===== config.mk =====
export PLATFORM = sky130hd
export DESIGN_NAME = dynamic_lockbox
export DESIGN_NICKNAME = d
export VERILOG_FILES = /design/src/rtl/dynamic_lockbox.sv
export SDC_FILE = /design/constraint.sdc
export NUM_CORES = 1
export LEC_CHECK = 0
export ABC_CLOCK_PERIOD_IN_PS = 16970
export CAP_MARGIN = 20
export CELL_PAD_IN_SITES_DETAIL_PLACEMENT = 0
export CELL_PAD_IN_SITES_GLOBAL_PLACEMENT = 1
export CORE_MARGIN = 2
export CORE_UTILIZATION = 42
export CTS_CLUSTER_SIZE = 40
export DETAILED_ROUTE_END_ITERATION = 10
export GPL_TIMING_DRIVEN = 0
export PLACE_DENSITY_LB_ADDON = 0.1
export SYNTH_ARGS = -nofsm -noshare
export SYNTH_HDL_FRONTEND = slang
export SYNTH_SLANG_ARGS = --single-unit

===== constraint.sdc =====
create_clock -name clk -period 16.97 [get_ports clk]
set_input_delay 1.697 -clock clk [delete_from_list [all_inputs] [get_ports clk]]
set_output_delay 1.697 -clock clk [all_outputs]
set_load 0.01 [all_outputs]

===== src/rtl/dynamic_lockbox.sv =====
// Dynamic-locking lockbox for one MZI bias point: averages the calibration-pulse lane of the
// ADC word and hill-climbs a 16-bit setpoint until the average sits within tolerance of a target.
module dynamic_lockbox #(
    parameter int unsigned base_addr = 0,
    parameter logic [15:0] STEP      = 16'd1
) (
    input  logic         clk,
    input  logic         rst,
    input  logic [31:0]  gpio_in,
    input  logic [255:0] adc_data_in,
    input  logic         lock_sig_active,
    input  logic         trig_lock,
    output logic         lock_done,
    output logic [15:0]  setpt_out_ext
);

    typedef enum logic [2:0] {
        S_IDLE    = 3'd0,
        S_MEASURE = 3'd1,
        S_EVAL    = 3'd2,
        S_STEP    = 3'd3,
        S_DONE    = 3'd4
    } state_t;

    state_t r_state;
    state_t w_state_next;

    logic [24:0] r_gpio;
    logic        r_strobe_prev;
    logic        w_wr;
    logic [8:0]  w_off;
    logic        w_addr_ok;
    logic [15:0] w_wdata;

    logic [15:0] r_max_pos_tol;
    logic [15:0] r_setpt_in;
    logic [15:0] r_exp_val;
    logic [15:0] r_tol;
    logic [2:0]  r_avg_log2;
    logic [3:0]  r_sig_pos;

    logic [15:0] r_setpt;
    logic [23:0] r_acc;
    logic [7:0]  r_cnt;
    logic        r_dir_neg;
    logic [15:0] r_prev_err;

    logic [15:0] w_lane [16];
    logic [15:0] w_sample;
    logic [7:0]  w_target_cnt;
    logic [7:0]  w_cnt_next;
    logic        w_meas_full;

    logic [23:0] w_avg;
    logic [15:0] w_avg16;
    logic [16:0] w_err;
    logic [16:0] w_abs;
    logic [15:0] w_aerr;
    logic        w_locked;
    logic        w_worse;

    logic [17:0] w_sum;
    logic [15:0] w_stepped;
    logic [16:0] w_lo_raw;
    logic [16:0] w_hi_raw;
    logic [15:0] w_lo;
    logic [15:0] w_hi;
    logic        w_below;
    logic        w_above;
    logic [15:0] w_setpt_step;

    // GPIO bus is registered once, then the strobe's rising edge makes exactly one write.
    always_ff @(posedge clk) begin
        if (rst) begin
            r_gpio        <= '0;
            r_strobe_prev <= 1'b0;
        end else begin
            r_gpio        <= gpio_in[24:0];
            r_strobe_prev <= r_gpio[24];
        end
    end

    assign w_wr      = r_gpio[24] & ~r_strobe_prev;
    assign w_off     = {1'b0, r_gpio[23:16]} - 9'(base_addr);
    assign w_addr_ok = ~w_off[8] && (w_off <= 9'd5);
    assign w_wdata   = r_gpio[15:0];

    generate
        for (genvar gi = 0; gi < 16; gi++) begin : g_lane
            assign w_lane[gi] = adc_data_in[16*gi +: 16];
        end
    endgenerate

    assign w_sample     = w_lane[r_sig_pos];
    assign w_target_cnt = 8'd1 << r_avg_log2;
    assign w_cnt_next   = r_cnt + {7'd0, lock_sig_active};
    // >= rather than == so a mid-measurement shrink of avg_log2 cannot strand the FSM.
    assign w_meas_full  = (w_cnt_next >= w_target_cnt);

    assign w_avg    = r_acc >> r_avg_log2;
    assign w_avg16  = (|w_avg[23:16]) ? 16'hFFFF : w_avg[15:0];
    assign w_err    = {1'b0, w_avg16} - {1'b0, r_exp_val};
    assign w_abs    = w_err[16] ? (~w_err + 17'd1) : w_err;
    assign w_aerr   = w_abs[16] ? 16'hFFFF : w_abs[15:0];
    assign w_locked = (w_aerr <= r_tol);
    assign w_worse  = (w_aerr > r_prev_err);

    assign w_sum     = r_dir_neg ? ({2'b00, r_setpt} - {2'b00, STEP})
                                 : ({2'b00, r_setpt} + {2'b00, STEP});
    assign w_stepped = w_sum[17] ? 16'h0000 : (w_sum[16] ? 16'hFFFF : w_sum[15:0]);

    // Allowed excursion window around setpt_in, itself saturated to the 16-bit range.
    assign w_lo_raw     = {1'b0, r_setpt_in} - {1'b0, r_max_pos_tol};
    assign w_hi_raw     = {1'b0, r_setpt_in} + {1'b0, r_max_pos_tol};
    assign w_lo         = w_lo_raw[16] ? 16'h0000 : w_lo_raw[15:0];
    assign w_hi         = w_hi_raw[16] ? 16'hFFFF : w_hi_raw[15:0];
    assign w_below      = (r_max_pos_tol != 16'd0) && (w_stepped < w_lo);
    assign w_above      = (r_max_pos_tol != 16'd0) && (w_stepped > w_hi);
    assign w_setpt_step = w_below ? w_lo : (w_above ? w_hi : w_stepped);

    always_ff @(posedge clk) begin
        if (rst) begin
            r_state <= S_IDLE;
        end else begin
            r_state <= w_state_next;
        end
    end

    always_comb begin
        w_state_next = r_state;
        lock_done    = (r_state == S_IDLE) || (r_state == S_DONE);
        unique case (r_state)
            S_IDLE: begin
                if (trig_lock) w_state_next = S_MEASURE;
            end
            S_MEASURE: begin
                if (!trig_lock)       w_state_next = S_IDLE;
                else if (w_meas_full) w_state_next = S_EVAL;
            end
            S_EVAL: begin
                w_state_next = w_locked ? S_DONE : S_STEP;
            end
            S_STEP: begin
                w_state_next = S_MEASURE;
            end
            S_DONE: begin
                if (!trig_lock) w_state_next = S_IDLE;
            end
            default: begin
                w_state_next = S_IDLE;
            end
        endcase
    end

    always_ff @(posedge clk) begin
        if (rst) begin
            r_max_pos_tol <= '0;
            r_setpt_in    <= '0;
            r_exp_val     <= '0;
            r_tol         <= '0;
            r_avg_log2    <= '0;
            r_sig_pos     <= '0;
            r_setpt       <= '0;
            r_acc         <= '0;
            r_cnt         <= '0;
            r_dir_neg     <= 1'b0;
            r_prev_err    <= 16'hFFFF;
        end else begin
            if (w_wr && w_addr_ok) begin
                case (w_off[2:0])
                    3'd0:    r_max_pos_tol <= w_wdata;
                    3'd1:    r_setpt_in    <= w_wdata;
                    3'd2:    r_exp_val     <= w_wdata;
                    3'd3:    r_tol         <= w_wdata;
                    3'd4:    r_avg_log2    <= w_wdata[2:0];
                    3'd5:    r_sig_pos     <= w_wdata[3:0];
                    default: ;
                endcase
                if (w_off[2:0] == 3'd1 && r_state == S_IDLE) r_setpt <= w_wdata;
            end
            case (r_state)
                S_IDLE: begin
                    r_acc <= '0;
                    r_cnt <= '0;
                end
                S_MEASURE: begin
                    if (lock_sig_active) begin
                        r_acc <= r_acc + {8'd0, w_sample};
                        r_cnt <= w_cnt_next;
                    end
                end
                S_EVAL: begin
                    if (!w_locked) begin
                        if (w_worse) r_dir_neg <= ~r_dir_neg;
                        r_prev_err <= w_aerr;
                    end
                end
                S_STEP: begin
                    r_setpt <= w_setpt_step;
                    if (w_below || w_above) r_dir_neg <= ~r_dir_neg;
                    r_acc   <= '0;
                    r_cnt   <= '0;
                end
                S_DONE: begin
                    r_prev_err <= 16'hFFFF;
                end
                default: ;
            endcase
        end
    end

    assign setpt_out_ext = r_setpt;

endmodule


# Word level (Yosys, flattened, before mapping)
# Cells that the tools add are included.
[totals]
reg_bits = 165
latchBits = 0
ram_bits = 0
rom_bits = 0
inputBits = 292
out_inout_bits = 17
wordCells = 111
mem_count = 0
[classes]
n_addsub = 8
n_mul = 0
div_mod_pow = 0
order_cmp = 7
n_eq_ne = 16
shifts = 2
n_mux = 32
bitwise_logic = 5
n_reduce_logical = 27
[op_table]
columns = ["cell", "n"]
rows = [
  ["16-bit 2-to-1 mux", 14],
  ["16-bit binary-select mux with 4-bit select", 1],
  ["24-bit case mux with 2 select lines", 1],
  ["16-bit by 16-bit subtractor with 17-bit output", 2],
  ["16-bit greater-than comparator", 2],
  ["16-bit case mux with 2 select lines", 1],
  ["24-bit by 16-bit adder with 24-bit output", 1],
  ["24-bit 2-to-1 mux", 1],
  ["24-bit by 3-bit >> shifter with 24-bit output", 1],
  ["18-bit 2-to-1 mux", 1],
  ["2-bit AND reduction", 9],
  ["16-bit by 1-bit adder with 17-bit output (second input constant)", 1],
  ["16-bit by 16-bit adder with 17-bit output", 1],
  ["17-bit by 1-bit adder with 17-bit output (second input constant)", 1],
  ["17-bit 2-to-1 mux", 1],
  ["17-bit NOT", 1],
  ["16-bit by 1-bit subtractor with 17-bit output (second input constant)", 1],
  ["16-bit less-or-equal comparator", 1],
  ["16-bit < comparator", 1],
  ["8-bit case mux with 2 select lines", 1],
  ["16-bit nonzero test", 1],
  ["3-bit 2-to-1 mux", 5],
  ["3-bit case mux with 5 select lines", 1],
  ["3-bit by 2-bit == test with 1-bit output (second input constant)", 4],
  ["other kinds (23)", 43],
]

# Depth between registers and ports, before layout
# Gate-level depths: netlist of run 1.
[logic_depth]
ltp_word = 12
mapped_depth = 32
mapped_depth_nobuf = 27

# Least setup slack after synthesis of run 1
# Ideal clock, no wire load.
[synth_path]
path_type = "register to register"
start = "register r_avg_log2[0]"
end = "register r_prev_err[3]"
setup_ps = 139
arrival_ps = 7460
required_time_ps = 16831
setup_slack_ps = 9371
path_stages_with_launch = 30
path_buffers = 6
synth_period_minus_slack_ps = 7599
cell_sequence = "dfxtp_1 clkbuf_1 mux4_2 or4_1 a21oi_1 clkbuf_1 o311ai_0 ha_1 buf_2 o211ai_1 nor2_1 o221a_2 a2111oi_4 a21oi_1 xnor2_1 nand2b_4 or3_1 buf_6 buf_2 nand2_1 ha_1 and4_1 o2111ai_1 a21o_1 a31oi_1 o21ai_0 or4b_2 nor2_1 clkbuf_1 a31oi_1"
[synth_between]
elab_chain_len = 11
elab_cells_between_ends = 13
cone_classes = "add/sub: 2; order compare: 1; eq/ne: 1; shift: 1; mux: 5; bitwise: 1; reduce/logical: 2"
[synth_lines]
columns = ["element", "line", "text"]
rows = [
  ["from (decl)", "39", "logic [2:0] r_avg_log2;"],
  ["from (signal assigned)", "175", "3'd4: r_avg_log2 <= w_wdata[2:0];"],
  ["24-bit by 3-bit >> shifter with 24-bit output (*)", "100", "assign w_avg = r_acc >> r_avg_log2;"],
  ["8-bit OR reduction", "101", "assign w_avg16 = (|w_avg[23:16]) ? 16'hFFFF : w_avg[15:0];"],
  ["16-bit 2-to-1 mux (*)", "101", ""],
  ["16-bit by 16-bit subtractor with 17-bit output (*)", "102", "assign w_err = {1'b0, w_avg16} - {1'b0, r_exp_val};"],
  ["17-bit NOT", "103", "assign w_abs = w_err[16] ? (~w_err + 17'd1) : w_err;"],
  ["17-bit by 1-bit adder with 17-bit output", "103", ""],
  ["17-bit 2-to-1 mux (*)", "103", ""],
  ["16-bit 2-to-1 mux (*)", "104", "assign w_aerr = w_abs[16] ? 16'hFFFF : w_abs[15:0];"],
  ["16-bit less-or-equal comparator", "105", "assign w_locked = (w_aerr <= r_tol);"],
  ["2-bit != test (no source line)", "-", ""],
  ["2-bit AND reduction (no source line)", "-", ""],
  ["to (signal assigned)", "195", "r_prev_err <= w_aerr;"],
  ["to (decl)", "46", "logic [15:0] r_prev_err;"],
]
# Every way passes the cells marked *; elsewhere a longest branch is shown, timed or not. The select of a mux whose other input is x is not followed.
# A chain may end at the register's enable or synchronous reset.

# Worst setup path in the final report of run 1
[layout_path]
start = "register r_avg_log2[0]"
end = "register r_prev_err[13]"
# Same word-level chain as after synthesis.

==> impl_metrics.env, run 1 <==
export IMPL_rows=69
export IMPL_totalWireLength_um=61700
export IMPL_cts_hold_fix_buffers=0
export IMPL_cts_reportedPaths_clkPinSlew_ns=0.07
export IMPL_p_int_uw=1100
export IMPL_use_met1=0.379
export IMPL_core_region_area_um2=35700
export IMPL_rsz0062_at_grt="no"
export IMPL_start_kind="register"
export IMPL_vias=15600
export IMPL_antenna_found_initial=3
export IMPL_start_util=0.428
export IMPL_fin_crit_ns=9.42
export IMPL_switching_share=0.445
export IMPL_wl_per_cell_um=23.2
export IMPL_synth_cell_types=81
export IMPL_viasPerCell=5.86
export IMPL_synth_edf_count=0
export IMPL_fin_ws_ns=7.55
export IMPL_fin_worst_skew_ns=0.0159
export IMPL_tritoncts="yes"
export IMPL_p_sw_uw=881
export IMPL_hpwl_um=51200
export IMPL_ys_seq_area_frac=0.216
export IMPL_drt_iter0_markers=1079
export IMPL_first_pass_iters=7
export IMPL_drc=0
export IMPL_drv_slew=0
export IMPL_p_leak_uw=0.00748
export IMPL_post_route_cells_drive_above_1_share=0.0799
export IMPL_synth_cells=1856
export IMPL_finalWeightedCongestion=0.980
export IMPL_dieArea_um2=37900
export IMPL_numCtsBuffers=17
export IMPL_final_cell_mix="clkdlybuf4s50_1, nand2_1, dfxtp_1, a21oi_1, ha_1"
export IMPL_ys_flop_type="dfxtp_1"
export IMPL_p_per_area_nw_per_um2=102
export IMPL_synthArstFlopShare=0
export IMPL_overflow=0
export IMPL_pre_cts_slack_ns=7.62
export IMPL_grt_usage=0.321
export IMPL_hp_class="reg -> reg"
export IMPL_die_h_um=195
export IMPL_synth_avg_cell_area_um2=8.23
export IMPL_ys_ff_latch=165
export IMPL_tightestPinTransition_ns=0.996
export IMPL_outcome="finished, final reports clean"
export IMPL_final_common_cell="clkdlybuf4s50_1"
export IMPL_gr_usage_met2=0.560
export IMPL_cts_htree_levels=4
export IMPL_grt_most_used_layer="met2"
export IMPL_crit_required_ns=17.27
export IMPL_end_kind="register"
export IMPL_p_seq_frac=0.219
export IMPL_fin_setup_tns_ns=0
export IMPL_fmaxAchievable_mhz=106
export IMPL_comb_power_share=0.576
export IMPL_clkPwrFrac=0.205
export IMPL_cp_max_fo=10
export IMPL_arrival_ns=9.73
export IMPL_criticalPathCategory="reg -> reg"
export IMPL_path_common_cell="clkbuf_1"
export IMPL_grt_max_degree=18
export IMPL_syn_to_final_growth_pct=27.5
export IMPL_cp_slowest_stage_delay_ns=0.87
export IMPL_io_buffers=300
export IMPL_ant_nets=0
export IMPL_netlist_area_um2=15300
export IMPL_slew_headroom=0.335
export IMPL_grtUsageMet3=0.0436
export IMPL_io_pins=309
export IMPL_drv_cap=0
export IMPL_clock_path_buffers=2
export IMPL_clockRootBuffer="clkbuf_16"
export IMPL_ir_worst_vdd_mv=0.0817
export IMPL_clkLatencyLatePin_ns=0.46
export IMPL_timing_final_crit_share=0.555
export IMPL_post_cts_resized=0
export IMPL_fin_nets=2613
export IMPL_cts_sinks=165
export IMPL_setup_viol=0
export IMPL_hold_viol_final=0
export IMPL_yosys_warnings=0
export IMPL_die_w_um=195
export IMPL_grt_pass1_vias=15400
export IMPL_crit_slowest_cell="a2111oi_1"
export IMPL_syn_num_nets=2293
export IMPL_postCtsSetupRepairBufs=0
export IMPL_grt_first_pass_wirelength_um=92400
## per-layer routing
layer  wire [µm]  vias to the layer above
li1            -                     7443
met1       24800                     7444
met2       29700                      563
met3        3380                      113
met4        3730                        0
met5           0                        -
## cell type report
cell class	count	area (µm²)
fillers	3449	16300
diodes	4	10.0
inverters	101	379
repair buffers	301	3010
multi-input cells	1471	11100
well taps	461	577
clock inverters	14	159
clock buffers	18	439
flip-flops and latches	165	3300
plain buffers	119	488
## registers in the layout, summed over array words and instances (netlist names)
register and count:
r_dir_neg 1, r_state 3, r_sig_pos 4, r_acc 24, r_tol 16, r_exp_val 16, setpt_out_ext 16, r_cnt 8
r_setpt_in 16, r_avg_log2 3, r_prev_err 16, r_strobe_prev 1, r_gpio 25, r_max_pos_tol 16
## cells in the mapped netlist, types with 8 or more instances
| library cell | instances | area share |
|---|---|---|
| nand2_1 | 214 | 0.053 |
| dfxtp_1 | 165 | 0.22 |
| a21oi_1 | 143 | 0.047 |
| ha_1 | 141 | 0.12 |
| nor2_1 | 137 | 0.034 |
| clkbuf_1 | 101 | 0.025 |
| inv_1 | 101 | 0.025 |
| mux4_2 | 83 | 0.12 |
| o21ai_0 | 73 | 0.024 |
| nand3_1 | 57 | 0.019 |
| nor3_1 | 50 | 0.016 |
| nor2b_1 | 48 | 0.020 |
| xnor2_1 | 42 | 0.024 |
| mux2i_1 | 35 | 0.023 |
| a21o_1 | 34 | 0.017 |
| xor2_1 | 27 | 0.015 |
| o211ai_1 | 24 | 0.012 |
| nand4_1 | 22 | 0.0090 |
| and2_1 | 20 | 0.0082 |
| nand2b_1 | 20 | 0.0082 |
| or3_1 | 20 | 0.0082 |
| o21a_1 | 19 | 0.0093 |
| a31oi_1 | 18 | 0.0074 |
| nor4_1 | 15 | 0.0061 |
| or2_2 | 15 | 0.0061 |
| a211oi_1 | 14 | 0.0069 |
| a22oi_1 | 14 | 0.0069 |
| and3_1 | 14 | 0.0057 |
| o221ai_1 | 13 | 0.0075 |
| a221oi_1 | 12 | 0.0069 |
| mux2_2 | 10 | 0.0074 |
| nor3b_1 | 9 | 0.0044 |
| o21bai_1 | 9 | 0.0044 |
| a31oi_2 | 8 | 0.0066 |
| buf_1 | 8 | 0.0020 |
| nand3b_1 | 8 | 0.0039 |
| o311ai_0 | 8 | 0.0046 |
| or4_1 | 8 | 0.0039 |
## power groups by stage
stage,Clock [µW],Sequential [µW],Combinational (µW)
final,406,434,1140
after detailed placement,0,443,1120
after global placement,0,442,1100
after global routing,427,436,1260
after floorplan,0,433,782
after CTS,411,434,1130
## worst max-delay path, delay by kind of cell (launching register included)
kind                     cells  cell delay, ns
AND/OR/NAND/NOR              7            2.49
multiplexers                 2            0.69
buffers and inverters        6            1.91
flip-flops                   1            0.38
AO/OA/AOI/OAI               10            3.17
adder cells (fa/ha/maj)      2            0.60
## cell families after synthesis
group | synth area share
buffers and inverters | 0.0567
DFF | 0.216
and+or+nand+nor | 0.216
xor gates and xnor gates | 0.0406
muxes | 0.153
adders and majority gates | 0.121
AOI/OAI and AO/OA | 0.197
## stage by stage
step	cells	cell area [µm²]	total power [µW]	hold slack, ns	util
final	2654	19500	1980	0.456	0.545
after global routing	2653	19500	2130	0.471	0.545
after CTS	2650	19500	1980	0.455	0.545
after detailed placement	2618	18900	1570	0.446	0.528
after global placement	2617	18900	1550	0.442	0.528
after floorplan	1856	15300	1220	0.432	-
## worst paths after layout
path | from | end | slack, ns | depth (start not counted)
max | r_avg_log2[0] | r_prev_err[13] | 7.55 | 27
min | r_exp_val[3] | r_exp_val[3] | 0.46 | 2
max reg2reg | r_avg_log2[0] | r_prev_err[13] | 7.55 | 27
min reg2reg | r_exp_val[3] | r_exp_val[3] | 0.46 | 2
(Power assumes the default switching activity.)
==> run 2: changes to the inputs <==
--- a/config.mk
+++ b/config.mk
@@ -5,12 +5,12 @@
 export SDC_FILE = /design/constraint.sdc
 export NUM_CORES = 1
 export LEC_CHECK = 0
-export ABC_CLOCK_PERIOD_IN_PS = 16970
+export ABC_CLOCK_PERIOD_IN_PS = 9200
 export CAP_MARGIN = 20
 export CELL_PAD_IN_SITES_DETAIL_PLACEMENT = 0
 export CELL_PAD_IN_SITES_GLOBAL_PLACEMENT = 1
 export CORE_MARGIN = 2
-export CORE_UTILIZATION = 42
+export CORE_UTILIZATION = 39
 export CTS_CLUSTER_SIZE = 40
 export DETAILED_ROUTE_END_ITERATION = 10
 export GPL_TIMING_DRIVEN = 0
==> constraint.sdc (replaced) <==
create_clock -name clk -period 9.2 [get_ports clk]
set_input_delay 0.92 -clock clk [delete_from_list [all_inputs] [get_ports clk]]
set_output_delay 0.92 -clock clk [all_outputs]
set_load 0.01 [all_outputs]
==> run 2 against run 1 <==
  * Register-to-register slack worse by 6.9 ns
  * Non-clock buffer count unchanged
  * Cell count rose by 2.1%
  * Fmax up 9.6%
  * Global-route usage down 3.0 points
  * Final area grew 0.40%
  * Hold slack got worse by 0.0037 ns
  * Via count fell by 0.13%
  * Clock power increased by 85%
  * Sequential cell count did not move
  * Combinational power up 83%
  * First-iteration DRC count is 3.5% lower
  * Largest cell class unchanged
==> impl_metrics.env, run 2 (same netlist as run 1, synthesis figures left out) <==
export IMPL_comb_power_share=0.574
export IMPL_switching_share=0.436
export IMPL_start_util=0.395
export IMPL_p_per_area_nw_per_um2=186
export IMPL_numCtsBuffers=17
export IMPL_crit_slowest_cell="or4b_2"
export IMPL_cts_reportedPaths_clkPinSlew_ns=0.07
export IMPL_dieArea_um2=40800
export IMPL_criticalPathCategory="reg -> reg"
export IMPL_p_int_uw=2060
export IMPL_cts_htree_levels=4
export IMPL_largest_reg_flops=25
export IMPL_grt_usage=0.291
export IMPL_p_seq_frac=0.220
export IMPL_grt_first_pass_wirelength_um=90300
export IMPL_hold_viol_final=0
export IMPL_p_sw_uw=1590
export IMPL_top_register="r_gpio"
export IMPL_tritoncts="yes"
export IMPL_cp_slowest_stage_delay_ns=0.79
export IMPL_fin_nets=2613
export IMPL_timing_final_crit_share=0.935
export IMPL_drv_cap=0
export IMPL_first_pass_iters=5
export IMPL_clkLatencyLatePin_ns=0.46
export IMPL_grt_pass1_vias=15300
export IMPL_cp_max_fo=10
export IMPL_fmaxAchievable_mhz=116
export IMPL_slew_headroom=0.314
export IMPL_clock_path_buffers=2
export IMPL_fin_crit_ns=8.60
export IMPL_start_kind="register"
export IMPL_cts_sinks=165
export IMPL_rsz0062_at_grt="no"
export IMPL_vias=15500
export IMPL_outcome="finished, final reports clean"
export IMPL_reg_top3="r_gpio x25, r_acc x24"
export IMPL_pre_cts_slack_ns=0.0818
export IMPL_die_w_um=202
export IMPL_io_buffers=300
export IMPL_final_cell_area_um2=19600
export IMPL_clkPwrFrac=0.206
export IMPL_placed_area_um2=18900
export IMPL_overflow=0
export IMPL_syn_to_final_growth_pct=28.0
export IMPL_ant_nets=0
export IMPL_antenna_found_initial=5
export IMPL_final_cell_mix="clkdlybuf4s50_1, nand2_1, dfxtp_1, a21oi_1, ha_1"
export IMPL_postCtsSetupRepairBufs=0
export IMPL_fin_worst_skew_ns=0.0141
export IMPL_wl_per_cell_um=21.9
export IMPL_drc=0
export IMPL_arrival_ns=8.91
export IMPL_final_common_cell="clkdlybuf4s50_1"
export IMPL_io_pins=309
export IMPL_hpwl_um=49300
export IMPL_total_power_uw=3650
export IMPL_grt_max_degree=17
export IMPL_rows=72
export IMPL_die_h_um=202
export IMPL_end_kind="register"
export IMPL_hp_class="reg -> reg"
export IMPL_finalWeightedCongestion=0.932
export IMPL_totalWireLength_um=59400
export IMPL_post_route_cells_drive_above_1_share=0.0813
export IMPL_drv_slew=0
export IMPL_dp_cells=2675
export IMPL_core_region_area_um2=38600
export IMPL_holdWs_ns=0.452
export IMPL_crit_required_ns=9.52
export IMPL_viasPerCell=5.74
export IMPL_ir_worst_vdd_mv=0.137
export IMPL_stdcell_count=2710
export IMPL_clockRootBuffer="clkbuf_16"
export IMPL_fin_ws_ns=0.601
export IMPL_p_leak_uw=0.00748
export IMPL_setup_viol=0
export IMPL_drt_iter0_markers=1041
export IMPL_tightestPinTransition_ns=1.03
## run 2: cell count changes in the layout (fill, tap and decap cells not counted), moves of 3 or more
cell | previous run | this run
clkinv_2 | 0 | 3
inv_6 | 5 | 2
clkbuf_2 | 1 | 4
inv_8 | 4 | 0
## run 2: through the flow
stage	TNS, ns	utilization
floorplan	0	-
global placement	-2.90	0.490
detailed placement	0	0.490
CTS	0	0.505
global route	0	0.506
finish	0	0.506
## run 2: power by group through the flow
stage | Combinational, µW | Clock [µW] | Sequential, µW
after global placement | 2030 | 0 | 819
after global routing | 2340 | 789 | 808
final | 2090 | 750 | 803
after detailed placement | 2060 | 0 | 819
after floorplan | 1440 | 0 | 799
after CTS | 2080 | 758 | 803
## run 2: path summary, 6_finish.rpt
kind	from	slack, ns	cells after the start	endpoint
setup / recovery	r_avg_log2[0]	0.60	28	r_prev_err[6]
hold / removal	r_exp_val[3]	0.45	2	r_exp_val[3]
setup reg to reg	r_avg_log2[0]	0.60	28	r_prev_err[6]
hold reg to reg	r_exp_val[3]	0.45	2	r_exp_val[3]
## run 2: routing by layer
| metal | up-vias | part of all wire | GRT usage |
|---|---|---|---|
| met5 | - | 0.00027 | 0 |
| met2 | 561 | 0.50 | 0.521 |
| li1 | 7442 | - | - |
| met1 | 7430 | 0.40 | 0.344 |
| met3 | 108 | 0.055 | 0.0390 |
| met4 | 2 | 0.047 | 0.135 |
## run 2: layout make-up
cell class,instances,area [µm²]
Sequential cell,165,3300
Buffer,119,492
Clock buffer,21,460
Tap cell,518,648
Timing Repair Buffer,301,3010
Fill cell,3733,19100
Multi-Input combinational cell,1471,11100
Clock inverter,11,125
Inverter,101,379
Antenna cell,3,7.51
## run 2: repair_timing
action                                  CTS  global route
hold buffers                              0             0
endpoints found under the setup margin    0            14
gates resized for setup                   0             9
## run 2: critical path: cells and delay by family, from the launching register on
kind                       cells  cell delay, ns
adders and majority gates      2            0.41
AOI/OAI and AO/OA             10            2.52
buffers and inverters          6            1.47
DFF                            1            0.35
and+or+nand+nor                9            3.14
muxes                          1            0.55
